## src/rtl/mem_bus_pkg.sv

```systemverilog
// Shared types and helpers for the memory-bus responder.
//   DATA_W / INTG_W : default data and integrity widths
//   mem_bus_rsp_t   : one response entry {err, rdata, intg} at default widths
//   mem_bus_intg_w  : width-generic integrity fold (bit i = XOR of data[j], j mod intg_w == i)
//   mem_bus_intg    : integrity at the default widths
package mem_bus_pkg;

    localparam int unsigned DATA_W = 32;
    localparam int unsigned INTG_W = 7;

    // Upper bounds for the width-generic helper; callers zero-extend into these.
    localparam int unsigned MAX_DATA_W = 256;
    localparam int unsigned MAX_INTG_W = 32;

    typedef struct packed {
        logic              err;
        logic [DATA_W-1:0] rdata;
        logic [INTG_W-1:0] intg;
    } mem_bus_rsp_t;

    // Fold the data word in intg_w-wide chunks; XOR of chunk k places data[k*intg_w + i]
    // on bit i, which is exactly the "j mod intg_w" grouping. Zero padding folds to 0.
    function automatic logic [MAX_INTG_W-1:0] mem_bus_intg_w(
        input logic [MAX_DATA_W-1:0] data,
        input int unsigned           intg_w
    );
        logic [MAX_INTG_W-1:0] acc;
        logic [MAX_INTG_W-1:0] mask;
        acc  = '0;
        mask = MAX_INTG_W'((64'd1 << intg_w) - 64'd1);
        for (int unsigned k = 0; k < MAX_DATA_W; k++) begin
            if (k * intg_w < MAX_DATA_W) begin
                acc = acc ^ (MAX_INTG_W'(data >> (k * intg_w)) & mask);
            end
        end
        return acc;
    endfunction

    function automatic logic [INTG_W-1:0] mem_bus_intg(input logic [DATA_W-1:0] data);
        logic [MAX_INTG_W-1:0] full;
        full = mem_bus_intg_w(MAX_DATA_W'(data), INTG_W);
        return full[INTG_W-1:0];
    endfunction

endpackage

```

## src/rtl/mem_bus_rsp_fifo.sv

```systemverilog
// In-order response FIFO with synchronous active-low reset.
//   clk, rst        : clock, synchronous active-low reset
//   push_i, wdata_i : enqueue one entry
//   pop_i           : dequeue the head (ignored when empty)
//   rdata_o         : head entry, combinational
//   full_o, empty_o : occupancy flags
module mem_bus_rsp_fifo #(
    parameter int unsigned WIDTH = 8,
    parameter int unsigned DEPTH = 4
) (
    input  logic             clk,
    input  logic             rst,
    input  logic             push_i,
    input  logic [WIDTH-1:0] wdata_i,
    input  logic             pop_i,
    output logic [WIDTH-1:0] rdata_o,
    output logic             full_o,
    output logic             empty_o
);

    localparam int unsigned PtrW = (DEPTH > 1) ? $clog2(DEPTH) : 1;
    localparam int unsigned CntW = $clog2(DEPTH + 1);
    localparam logic [PtrW-1:0] LastPtr = PtrW'(DEPTH - 1);
    localparam logic [CntW-1:0] FullCnt = CntW'(DEPTH);

    logic [WIDTH-1:0] mem_q [DEPTH];
    logic [PtrW-1:0]  wr_ptr_q, wr_ptr_d;
    logic [PtrW-1:0]  rd_ptr_q, rd_ptr_d;
    logic [CntW-1:0]  count_q, count_d;
    logic             do_pop;

    assign empty_o = (count_q == '0);
    assign full_o  = (count_q == FullCnt);
    assign rdata_o = mem_q[rd_ptr_q];
    assign do_pop  = pop_i && !empty_o;

    always_comb begin
        wr_ptr_d = wr_ptr_q;
        rd_ptr_d = rd_ptr_q;
        count_d  = count_q;
        if (push_i) begin
            wr_ptr_d = (wr_ptr_q == LastPtr) ? '0 : wr_ptr_q + 1'b1;
        end
        if (do_pop) begin
            rd_ptr_d = (rd_ptr_q == LastPtr) ? '0 : rd_ptr_q + 1'b1;
        end
        unique case ({push_i, do_pop})
            2'b10:   count_d = count_q + 1'b1;
            2'b01:   count_d = count_q - 1'b1;
            default: ;
        endcase
    end

    always_ff @(posedge clk) begin
        if (!rst) begin
            wr_ptr_q <= '0;
            rd_ptr_q <= '0;
            count_q  <= '0;
            for (int i = 0; i < int'(DEPTH); i++) begin
                mem_q[i] <= '0;
            end
        end else begin
            wr_ptr_q <= wr_ptr_d;
            rd_ptr_q <= rd_ptr_d;
            count_q  <= count_d;
            if (push_i) begin
                mem_q[wr_ptr_q] <= wdata_i;
            end
        end
    end

    // The owner's outstanding counter must keep pushes from ever hitting a full FIFO.
    assert property (@(posedge clk) disable iff (!rst) !(push_i && full_o));

endmodule

```

## src/rtl/mem_bus_resp.sv

```systemverilog
// Memory-bus responder (req/gnt/rvalid slave) in front of a 1-cycle-latency SRAM.
//   clk, rst               : clock, synchronous active-low reset
//   data_*                 : core data-port slave side (request, grant, in-order responses)
//   sram_*                 : single-port SRAM master side; rdata valid the cycle after req
//   gnt_stall_i            : force grant low
//   rsp_stall_i            : hold responses in the queue
//   outstanding_o          : accepted requests not yet responded
module mem_bus_resp
    import mem_bus_pkg::*;
#(
    parameter int unsigned       DATA_W     = mem_bus_pkg::DATA_W,
    parameter int unsigned       ADDR_W     = 32,
    parameter int unsigned       INTG_W     = mem_bus_pkg::INTG_W,
    parameter int unsigned       MEM_WORDS  = 1024,
    parameter logic [ADDR_W-1:0] BASE_ADDR  = 32'h0001_0000,
    parameter int unsigned       DEPTH      = 4,
    parameter bit                CHECK_INTG = 1'b1
) (
    input  logic                           clk,
    input  logic                           rst,
    input  logic                           data_req_i,
    output logic                           data_gnt_o,
    output logic                           data_rvalid_o,
    input  logic                           data_we_i,
    input  logic [DATA_W/8-1:0]            data_be_i,
    input  logic [ADDR_W-1:0]              data_addr_i,
    input  logic [DATA_W-1:0]              data_wdata_i,
    input  logic [INTG_W-1:0]              data_wdata_intg_i,
    output logic [DATA_W-1:0]              data_rdata_o,
    output logic [INTG_W-1:0]              data_rdata_intg_o,
    output logic                           data_err_o,
    output logic                           sram_req_o,
    output logic                           sram_we_o,
    output logic [DATA_W/8-1:0]            sram_be_o,
    output logic [$clog2(MEM_WORDS)-1:0]   sram_addr_o,
    output logic [DATA_W-1:0]              sram_wdata_o,
    input  logic [DATA_W-1:0]              sram_rdata_i,
    input  logic                           gnt_stall_i,
    input  logic                           rsp_stall_i,
    output logic [$clog2(DEPTH+1)-1:0]     outstanding_o
);

    localparam int unsigned SramAw = $clog2(MEM_WORDS);
    localparam int unsigned CntW   = $clog2(DEPTH + 1);
    localparam int unsigned RspW   = 1 + DATA_W + INTG_W;
    localparam logic [CntW-1:0]   CntMax   = CntW'(DEPTH);
    localparam logic [ADDR_W:0]   WinBytes = (ADDR_W + 1)'(4 * MEM_WORDS);

    function automatic logic [INTG_W-1:0] intg_of(input logic [DATA_W-1:0] d);
        logic [MAX_INTG_W-1:0] full;
        full = mem_bus_intg_w(MAX_DATA_W'(d), INTG_W);
        return full[INTG_W-1:0];
    endfunction

    // Request decode
    logic              accept;
    logic [ADDR_W-1:0] offset;
    logic              in_window;
    logic              addr_err;
    logic              intg_err;
    logic              req_err;

    // Pipe stage between SRAM access and FIFO push
    logic p_valid_q, p_valid_d;
    logic p_we_q, p_we_d;
    logic p_err_q, p_err_d;

    // Response path
    logic [DATA_W-1:0] push_rdata;
    logic [RspW-1:0]   push_entry;
    logic [RspW-1:0]   head_entry;
    logic              fifo_full;
    logic              fifo_empty;
    logic              rsp_valid;

    logic [CntW-1:0] cnt_q, cnt_d;

    // Grant depends only on state so the LSU can decide on req without a comb loop.
    assign data_gnt_o = rst && !gnt_stall_i && (cnt_q < CntMax);
    assign accept     = data_req_i && data_gnt_o;

    // Offset check also covers addresses below the base, which wrap to large offsets.
    assign offset    = data_addr_i - BASE_ADDR;
    assign in_window = (data_addr_i >= BASE_ADDR) && ({1'b0, offset} < WinBytes);
    assign addr_err  = !in_window || (data_addr_i[1:0] != 2'b00);
    assign intg_err  = CHECK_INTG && data_we_i && (data_wdata_intg_i != intg_of(data_wdata_i));
    assign req_err   = addr_err || intg_err;

    assign sram_req_o   = accept && !req_err;
    assign sram_we_o    = data_we_i;
    assign sram_be_o    = data_be_i;
    assign sram_addr_o  = offset[2 +: SramAw];
    assign sram_wdata_o = data_wdata_i;

    always_comb begin
        p_valid_d = accept;
        p_we_d    = data_we_i;
        p_err_d   = req_err;
    end

    always_ff @(posedge clk) begin
        if (!rst) begin
            p_valid_q <= 1'b0;
            p_we_q    <= 1'b0;
            p_err_q   <= 1'b0;
        end else begin
            p_valid_q <= p_valid_d;
            p_we_q    <= p_we_d;
            p_err_q   <= p_err_d;
        end
    end

    // Only an error-free read returns SRAM data; writes and errors respond with zero.
    assign push_rdata = (!p_we_q && !p_err_q) ? sram_rdata_i : '0;
    assign push_entry = {p_err_q, push_rdata, intg_of(push_rdata)};

    mem_bus_rsp_fifo #(
        .WIDTH (RspW),
        .DEPTH (DEPTH)
    ) u_rsp_fifo (
        .clk     (clk),
        .rst     (rst),
        .push_i  (p_valid_q),
        .wdata_i (push_entry),
        .pop_i   (rsp_valid),
        .rdata_o (head_entry),
        .full_o  (fifo_full),
        .empty_o (fifo_empty)
    );

    assign rsp_valid         = rst && !fifo_empty && !rsp_stall_i;
    assign data_rvalid_o     = rsp_valid;
    assign data_err_o        = head_entry[RspW-1];
    assign data_rdata_o      = head_entry[INTG_W +: DATA_W];
    assign data_rdata_intg_o = head_entry[INTG_W-1:0];

    // Counts pipe + FIFO occupancy, which is what bounds the grant.
    always_comb begin
        cnt_d = cnt_q;
        unique case ({accept, rsp_valid})
            2'b10:   cnt_d = cnt_q + 1'b1;
            2'b01:   cnt_d = cnt_q - 1'b1;
            default: ;
        endcase
    end

    always_ff @(posedge clk) begin
        if (!rst) begin
            cnt_q <= '0;
        end else begin
            cnt_q <= cnt_d;
        end
    end

    assign outstanding_o = cnt_q;

    logic unused_full;
    assign unused_full = fifo_full;

endmodule

```

## config.mk

```make
export PLATFORM = sky130hd
export DESIGN_NAME = mem_bus_resp
export DESIGN_NICKNAME = d
export VERILOG_FILES = /design/src/rtl/mem_bus_pkg.sv /design/src/rtl/mem_bus_rsp_fifo.sv /design/src/rtl/mem_bus_resp.sv
export SDC_FILE = /design/constraint.sdc
export NUM_CORES = 1
export LEC_CHECK = 0
export BUFFER_PORTS_ARGS = -buffer_cell sky130_fd_sc_hd__buf_2
export CAP_MARGIN = 20
export CORE_MARGIN = 2
export CORE_UTILIZATION = 43
export DETAILED_ROUTE_END_ITERATION = 10
export MAX_ROUTING_LAYER = met4
export PLACE_DENSITY_LB_ADDON = 0.3
export SLEW_MARGIN = 20
export SYNTH_ARGS = -nofsm -noshare
export SYNTH_HDL_FRONTEND = slang
export SYNTH_HIERARCHICAL = 1
export SYNTH_SLANG_ARGS = --single-unit
```

## constraint.sdc

```tcl
create_clock -name clk -period 4.4 [get_ports clk]
set_input_delay 0 -clock clk [delete_from_list [all_inputs] [get_ports clk]]
set_output_delay 0 -clock clk [all_outputs]
set_load 0.005 [all_outputs]
```

* Word-level counts from Yosys, hierarchy flattened
Memories as Yosys holds them, arrays and structs flattened. A register that Yosys moved wholly into a read port is not among the register bits.
Cells that the tools add are included.
** Word-level totals
- Input bits :: 113
- Flip-flop bits (word level) :: 13
- Memories kept :: 1
- Output and inout port bits :: 93
- Memory bits (writable) :: 160
- Word-level logic and storage cells :: 71
** Memories
- u_rsp_fifo.mem_q :: depth 4, bits a word 40, read ports 1, clocked after Yosys merged registers in 1, wr ports 4, line mem_bus_rsp_fifo.sv:26 : logic [WIDTH-1:0] mem_q [DEPTH];
** Operators by class
- Equality and inequality tests :: 7
- Add/sub/neg operators :: 7
- Order comparisons :: 3
- Reductions and logical operators :: 24
- Muxes and demuxes :: 14
- Bitwise logic cells :: 8
** Operator list (number)
- $xor A7 B7 Y7 :: 6
- $mux W40 :: 1
- $reduce_or A40 Y1 :: 1
- $ge A32 B17 Y1 const B :: 1
- $lt A32 B13 Y1 const B :: 1
- $mux W32 :: 1
- $sub A32 B17 Y32 const B :: 1
- $xor A7 B4 Y7 :: 2
- $pmux W3 S2 :: 2
- $logic_and A1 B1 Y1 :: 10
- $mux W2 :: 5
- $eq A2 B2 Y1 const B :: 4
- $logic_not A1 Y1 :: 7
- $ne A7 B7 Y1 :: 1
- $add A3 B1 Y3 const B :: 2
- $reduce_bool A2 Y1 :: 3
- $sub A3 B1 Y3 const B :: 2
- $mux W1 :: 5
- $add A2 B1 Y2 const B :: 2
- $eq A2 B1 Y1 const B :: 2
- $logic_not A3 Y1 :: 1
- $lt A3 B3 Y1 const B :: 1
- $logic_or A1 B1 Y1 :: 2

* Logic depth before layout (Yosys ltp)
Gate-level depths: netlist (run 1).
- Depth after elaboration :: 9
- Gate-level depth with buffers :: 10
- Gate-level depth less buffers :: 10

* By module
The synthesis (run 1) kept the hierarchy.
** Modules (own cells, without submodules)
- mem_bus_rsp_fifo :: area each 7344.5 um^2, cells an instance 442, instances 1, seq. area each 4984.8 um^2
- mem_bus_resp :: area each 1532.7 um^2, cells an instance 190, instances 1, seq. area each 120.1 um^2

* Least setup slack after synthesis (run 1)
OpenSTA, ideal clock, no wires.
- Path type :: register to register
- From :: register u_rsp_fifo.count_q[0]
- To :: register u_rsp_fifo.count_q[2]
- Stages on the path, launching flop included :: 11
- Buffers on the path :: 0
- Arrival :: 2.202 ns
- Slack :: 2.123 ns
- Setup time :: 0.076 ns
- Period minus slack after synthesis :: 2.277 ns
- Data required time :: 4.324 ns
- Cells stage by stage :: dfxtp_1 > nor3_1 > nor3b_1 > o31ai_1 > inv_1 > ha_1 > inv_1 > fa_1 > xor2_1 > or3_1 > a21boi_0
** Between the ends
- Word-level cells in the longest chain between the ends :: 7
- Elaborated cells on any way between the ends :: 11
- Classes of those cells :: add/sub (2); eq/ne (2); mux (1); reduce/logical (6)
** RTL lines
- from (decl) :: line mem_bus_rsp_fifo.sv:29 : logic [CntW-1:0] count_q, count_d;
- from (signal assigned) :: line mem_bus_rsp_fifo.sv:65 : count_q <= count_d;
- $logic_not A3 Y1 (*) :: line mem_bus_rsp_fifo.sv:32 : assign empty_o = (count_q == '0);
- net fifo_empty :: line mem_bus_resp.sv:73 : logic fifo_empty;
- $logic_not A1 Y1 (*) :: line mem_bus_resp.sv:131 : assign rsp_valid = rst && !fifo_empty && !rsp_stall_i;
- $logic_and A1 B1 Y1 (*) (2 in a row) :: line mem_bus_resp.sv:131
- net data_rvalid_o :: line mem_bus_resp.sv:23 : output logic data_rvalid_o,
- $logic_and A1 B1 Y1 (*) :: line mem_bus_rsp_fifo.sv:35 : assign do_pop = pop_i && !empty_o;
- $eq A2 B1 Y1 or $eq A2 B2 Y1 (tied branches) :: line mem_bus_rsp_fifo.sv:47 : unique case ({push_i, do_pop})
- $pmux W3 S2 or $reduce_bool A2 Y1 (tied branches)
Mark *: on every way through the listed nets, which the timed path passes. The rest lies on a longest branch.
A chain may end at the register's enable or synchronous reset.

==> qor.yml, run 1 <==
p_per_area_nw_per_um2: 368
worst_ep_arrival_time_ps: 2780
grt_pass1_wl_um: 32400
tightestPinTransition_ps: 1090
clock_tree.buffer_depth: 2
p_leak_nw: 4.15
setup_tns_ps: 0
cts.sinks: 175
fin_crit_ps: 2700
grt_max_degree: 55
fin_crit_sh_pct: 61.5
mostFrequentLayoutCells: "177 x buf_2, 160 x edfxtp_1, 157 x and2_1"
vias: 5457
avgSynthCellArea_um2: 14.1
wl_met3_um: 1160
yosysWarningCount: 6
via_per_inst: 5.23
drcViolationCount: 0
dieArea_um2: 21800
final_hold_viol_count: 0
grt_pass1_vias: 5805
slew_violations: 0
firstDrtPassIters: 4
place.gp.congestion: 0.989
io_buffers: 177
drive_gt1_share_pct: 34.8
cp_cell_sequence: "dlygate4sd3_1 > buf_2 > buf_4 > nand2_4 > nor3b_4 > buf_4 > or2b_1 > buf_4"
critPathMostFrequentCell: "buf_4"
top_layer: "met4"
outcome: "complete, no violations"
drt-total-wl_um: 21500
cts_root_buf: "clkbuf_16"
wl_per_cell_um: 20.6
crit_fanout: 54
rrSetupSlack_ps: 1740
max_freq_ghz: 0.370
io_pins: 206
start_util_pct: 43.8
antenna_found_initial: 0
hold_class: "primary input to output port"
syn_to_final_growth_pct: 16.3
critPathSlowestCell: "dlygate4sd3_1"
grt_usage_pct: 20.6
fin_skew_ps: 11.7
ant_nets: 0
die-width_um: 148
htreeDepth: 4
grt-ovfl-total: 0
antenna_cells: 0
clk_pin_slew_worst_paths_ps: 60
cp-end-kind: "register"
dr_wl_met2_um: 11400
rows: 52
synth.cell_area_um2: 8870
start_kind: "primary input"
postCtsHoldBufs: 5
final_common_cell: "buf_2"
pre_cts_ws_ps: 1720
dp_hpwl_um: 14900
coreArea_um2: 20200
synth_cells: 631
fin_nets: 880
synth_fp_nets: 750
nFillCells: 1704
numCtsBuffers: 17
die_h_um: 148
postCtsResizedCells: 0
wl_met1_um: 8150
critPathKind: "primary input to register"
relSlewSlack_pct: 27.6
crit_required_ps: 4480
power_w: 0.00380
cts_setup_buffers: 0
worst_slack_ps: 1700
finalSetupViolCount: 0
cts_tree: "yes"
ir_worst_vdd_mv: 0.260
max_stage_delay_ps: 510
drtIter0Drc: 396
rsz0062_at_grt: "no"
clkLatencyLatePin_ps: 430
maxCapViolCount: 0
==> power by group <==
part           switching, W  internal [W]
clock              0.000680      0.000856
combinational      0.000200      0.000166
sequential        0.0000243       0.00187
==> registers in the layout, indices dropped and copies added, names as in the netlist, named ones only <==
| signal | count |
|---|---|
| outstanding_o | 3 |
| p_err_q | 1 |
| p_valid_q | 1 |
| p_we_q | 1 |
| u_rsp_fifo/count_q | 3 |
| u_rsp_fifo/mem_q | 160 |
| u_rsp_fifo/rd_ptr_q | 2 |
| u_rsp_fifo/wr_ptr_q | 2 |
==> layer usage <==
metal,vias to the layer above,global-route usage (%)
met5,-,-
met2,231,35.7
met4,0,9.90
li1,2476,-
met1,2694,23.0
met3,56,3.83
==> worst max-delay path, delay by kind of cell <==
family,cells,cell delay [ps]
buffers and inverters,5,2000
AND/OR/NAND/NOR,3,740
==> final timing paths <==
check                              start                      to  cells past startpoint
hold reg to reg   u_rsp_fifo/rd_ptr_q[0]                register                      2
setup / recovery                     rst  u_rsp_fifo/mem_q[1][7]                      8
setup reg to reg               p_valid_q  u_rsp_fifo/mem_q[1][7]                      6
hold / removal            data_addr_i[9]          sram_addr_o[7]                      0
==> stage by stage <==
step                hold slack [ps]  cell area, µm²  instances  utilization (%)
floorplan                      40.3            8870        631                -
global placement             0.0601            9670       1007             47.8
detailed placement           0.0601            9670       1007             47.8
CTS                          0.0601           10300       1044             51.0
global route                0.00893           10300       1044             51.0
finish                      0.00230           10300       1044             51.0
==> area by class of cell <==
type / count / area (µm²) / share of cell area, %
repair buffers: 193 / 1020 / 9.87
clock buffers: 17 / 425 / 4.12
flip-flops and latches: 175 / 5110 / 49.5
clock inverters: 15 / 173 / 1.67
inverters: 9 / 33.8 / 0.327
well taps: 270 / 338 / 3.27
multi-input cells: 365 / 3220 / 31.2
Power figures use the tool's default switching activity.
==> inputs of run 2 (changes only) <==
Settings changed: ABC_AREA set to 1.
Clock period 4.4 ns to 2.6 ns, I/O delays scaled along.
==> qor.yml, run 2 <==
dp_hpwl_um: 14200
cts_tree: "yes"
coreArea_um2: 20800
rrSetupSlack_ps: 360
r2r_cells: 14
mostFrequentLayoutCells: "283 x nor2_1, 177 x buf_2, 160 x edfxtp_1"
numCtsBuffers: 17
synth_fp_nets: 1138
drtIter0Drc: 586
grt_pass1_wl_um: 34700
rows: 53
cp-end-kind: "output port"
setup_tns_ps: 0
max_freq_ghz: 0.444
grt_pass1_vias: 6773
die-width_um: 149
timing.rr.end: "u_rsp_fifo/count_q[2]"
synth_cells: 1019
top_register: "u_rsp_fifo/mem_q"
relSlewSlack_pct: 45.1
r2r_start: "u_rsp_fifo/count_q[0]"
ir_worst_vdd_mv: 0.519
critPathKind: "register to output port"
clock_tree.buffer_depth: 2
largest_reg_flops: 160
place.gp.congestion: 0.802
syn_to_final_growth_pct: 15.8
maxCapViolCount: 0
cts.sinks: 175
p_leak_nw: 4.66
drive_gt1_share_pct: 22.0
via_per_inst: 4.92
final_common_cell: "nor2_1"
post-route-util_pct: 50.4
final_hold_viol_count: 0
wl_per_cell_um: 15.5
endpoint: "data_rdata_o[25]"
fin_nets: 1266
die_h_um: 149
antenna_found_initial: 1
finalSetupViolCount: 0
fin_crit_ps: 2250
grt-ovfl-total: 0
start_util_pct: 43.5
clkLatencyLatePin_ps: 430
postCtsResizedCells: 0
crit_fanout: 80
synth.cell_area_um2: 9060
worst_ep_arrival_time_ps: 2250
htreeDepth: 4
yosysWarningCount: 6
drcViolationCount: 0
outcome: "complete, no violations"
hold_class: "primary input to output port"
rsz0062_at_grt: "no"
p_per_area_nw_per_um2: 603
firstDrtPassIters: 5
fin_crit_sh_pct: 86.6
vias: 7067
drt-total-wl_um: 22300
ant_nets: 0
cts_root_buf: "clkbuf_16"
clk_pin_slew_worst_paths_ps: 70
io_buffers: 177
slew_violations: 0
avgSynthCellArea_um2: 8.89
io_pins: 206
tightestPinTransition_ps: 823
grt_max_degree: 81
start_kind: "register"
fin_skew_ps: 8.74
dieArea_um2: 22200
grt_usage_pct: 21.3
crit_required_ps: 2600
## run 2: area by class of cell
class	count	area, µm²
Tap cell	275	344
Clock inverter	14	100
Inverter	131	494
Multi-Input combinational cell	622	2910
Sequential cell	175	5110
Timing Repair Buffer	200	1080
Antenna cell	1	2.50
Fill cell	1959	10300
Clock buffer	18	450
## run 2: worst min-delay path by stage
| stage | startpoint | depth (start not counted) | to |
|---|---|---|---|
| after floorplan | gnt_stall_i | 1 | data_gnt_o |
| after global placement | data_addr_i[7] | 0 | sram_addr_o[5] |
| after detailed placement | data_addr_i[7] | 0 | sram_addr_o[5] |
| after CTS | data_addr_i[7] | 0 | sram_addr_o[5] |
| after global routing | data_addr_i[11] | 0 | sram_addr_o[9] |
| final | data_addr_i[8] | 0 | sram_addr_o[6] |
## run 2: metrics by stage
| stage | instances | total power (W) | cell area [µm²] | setup slack (ps) | hold slack (ps) |
|---|---|---|---|---|---|
| 4_1_cts | 1435 | 0.00638 | 10500 | 353 | 0.0346 |
| 5_1_grt | 1436 | 0.00658 | 10500 | 97.5 | 0.00798 |
| 2_1_floorplan | 1019 | 0.00374 | 9060 | 338 | 41.6 |
| 3_5_place_dp | 1398 | 0.00400 | 9890 | 359 | 0.0346 |
| 6_report | 1436 | 0.00633 | 10500 | 348 | 0.00197 |
| 3_3_place_gp | 1398 | 0.00399 | 9890 | 443 | 0.0346 |
## run 2: critical path, cell delays in order, from the launching register on
cell and delay (ps):
dfxtp_2 340, buf_4 610, o21ai_0 250, o22ai_1 370
buf_2 190
## run 2: power by group
part / switching, W / internal (W)
logic: 0.000453 / 0.000259
clock network: 0.00110 / 0.00129
registers: 0.0000340 / 0.00319
total: 0.00159 / 0.00474
## run 2: repair_timing
action	CTS	global route
hold buffers	5	0
buffers inserted	0	0
hold endpoints to repair	11	0
endpoints found under the setup margin	0	0
## run 2: routing by layer
layer	GRT usage, %	routed length (µm)	up-vias
met5	-	0	-
met4	8.33	498	0
met3	3.64	1630	35
met2	36.4	11300	292
met1	25.1	8870	3236
li1	-	-	3504
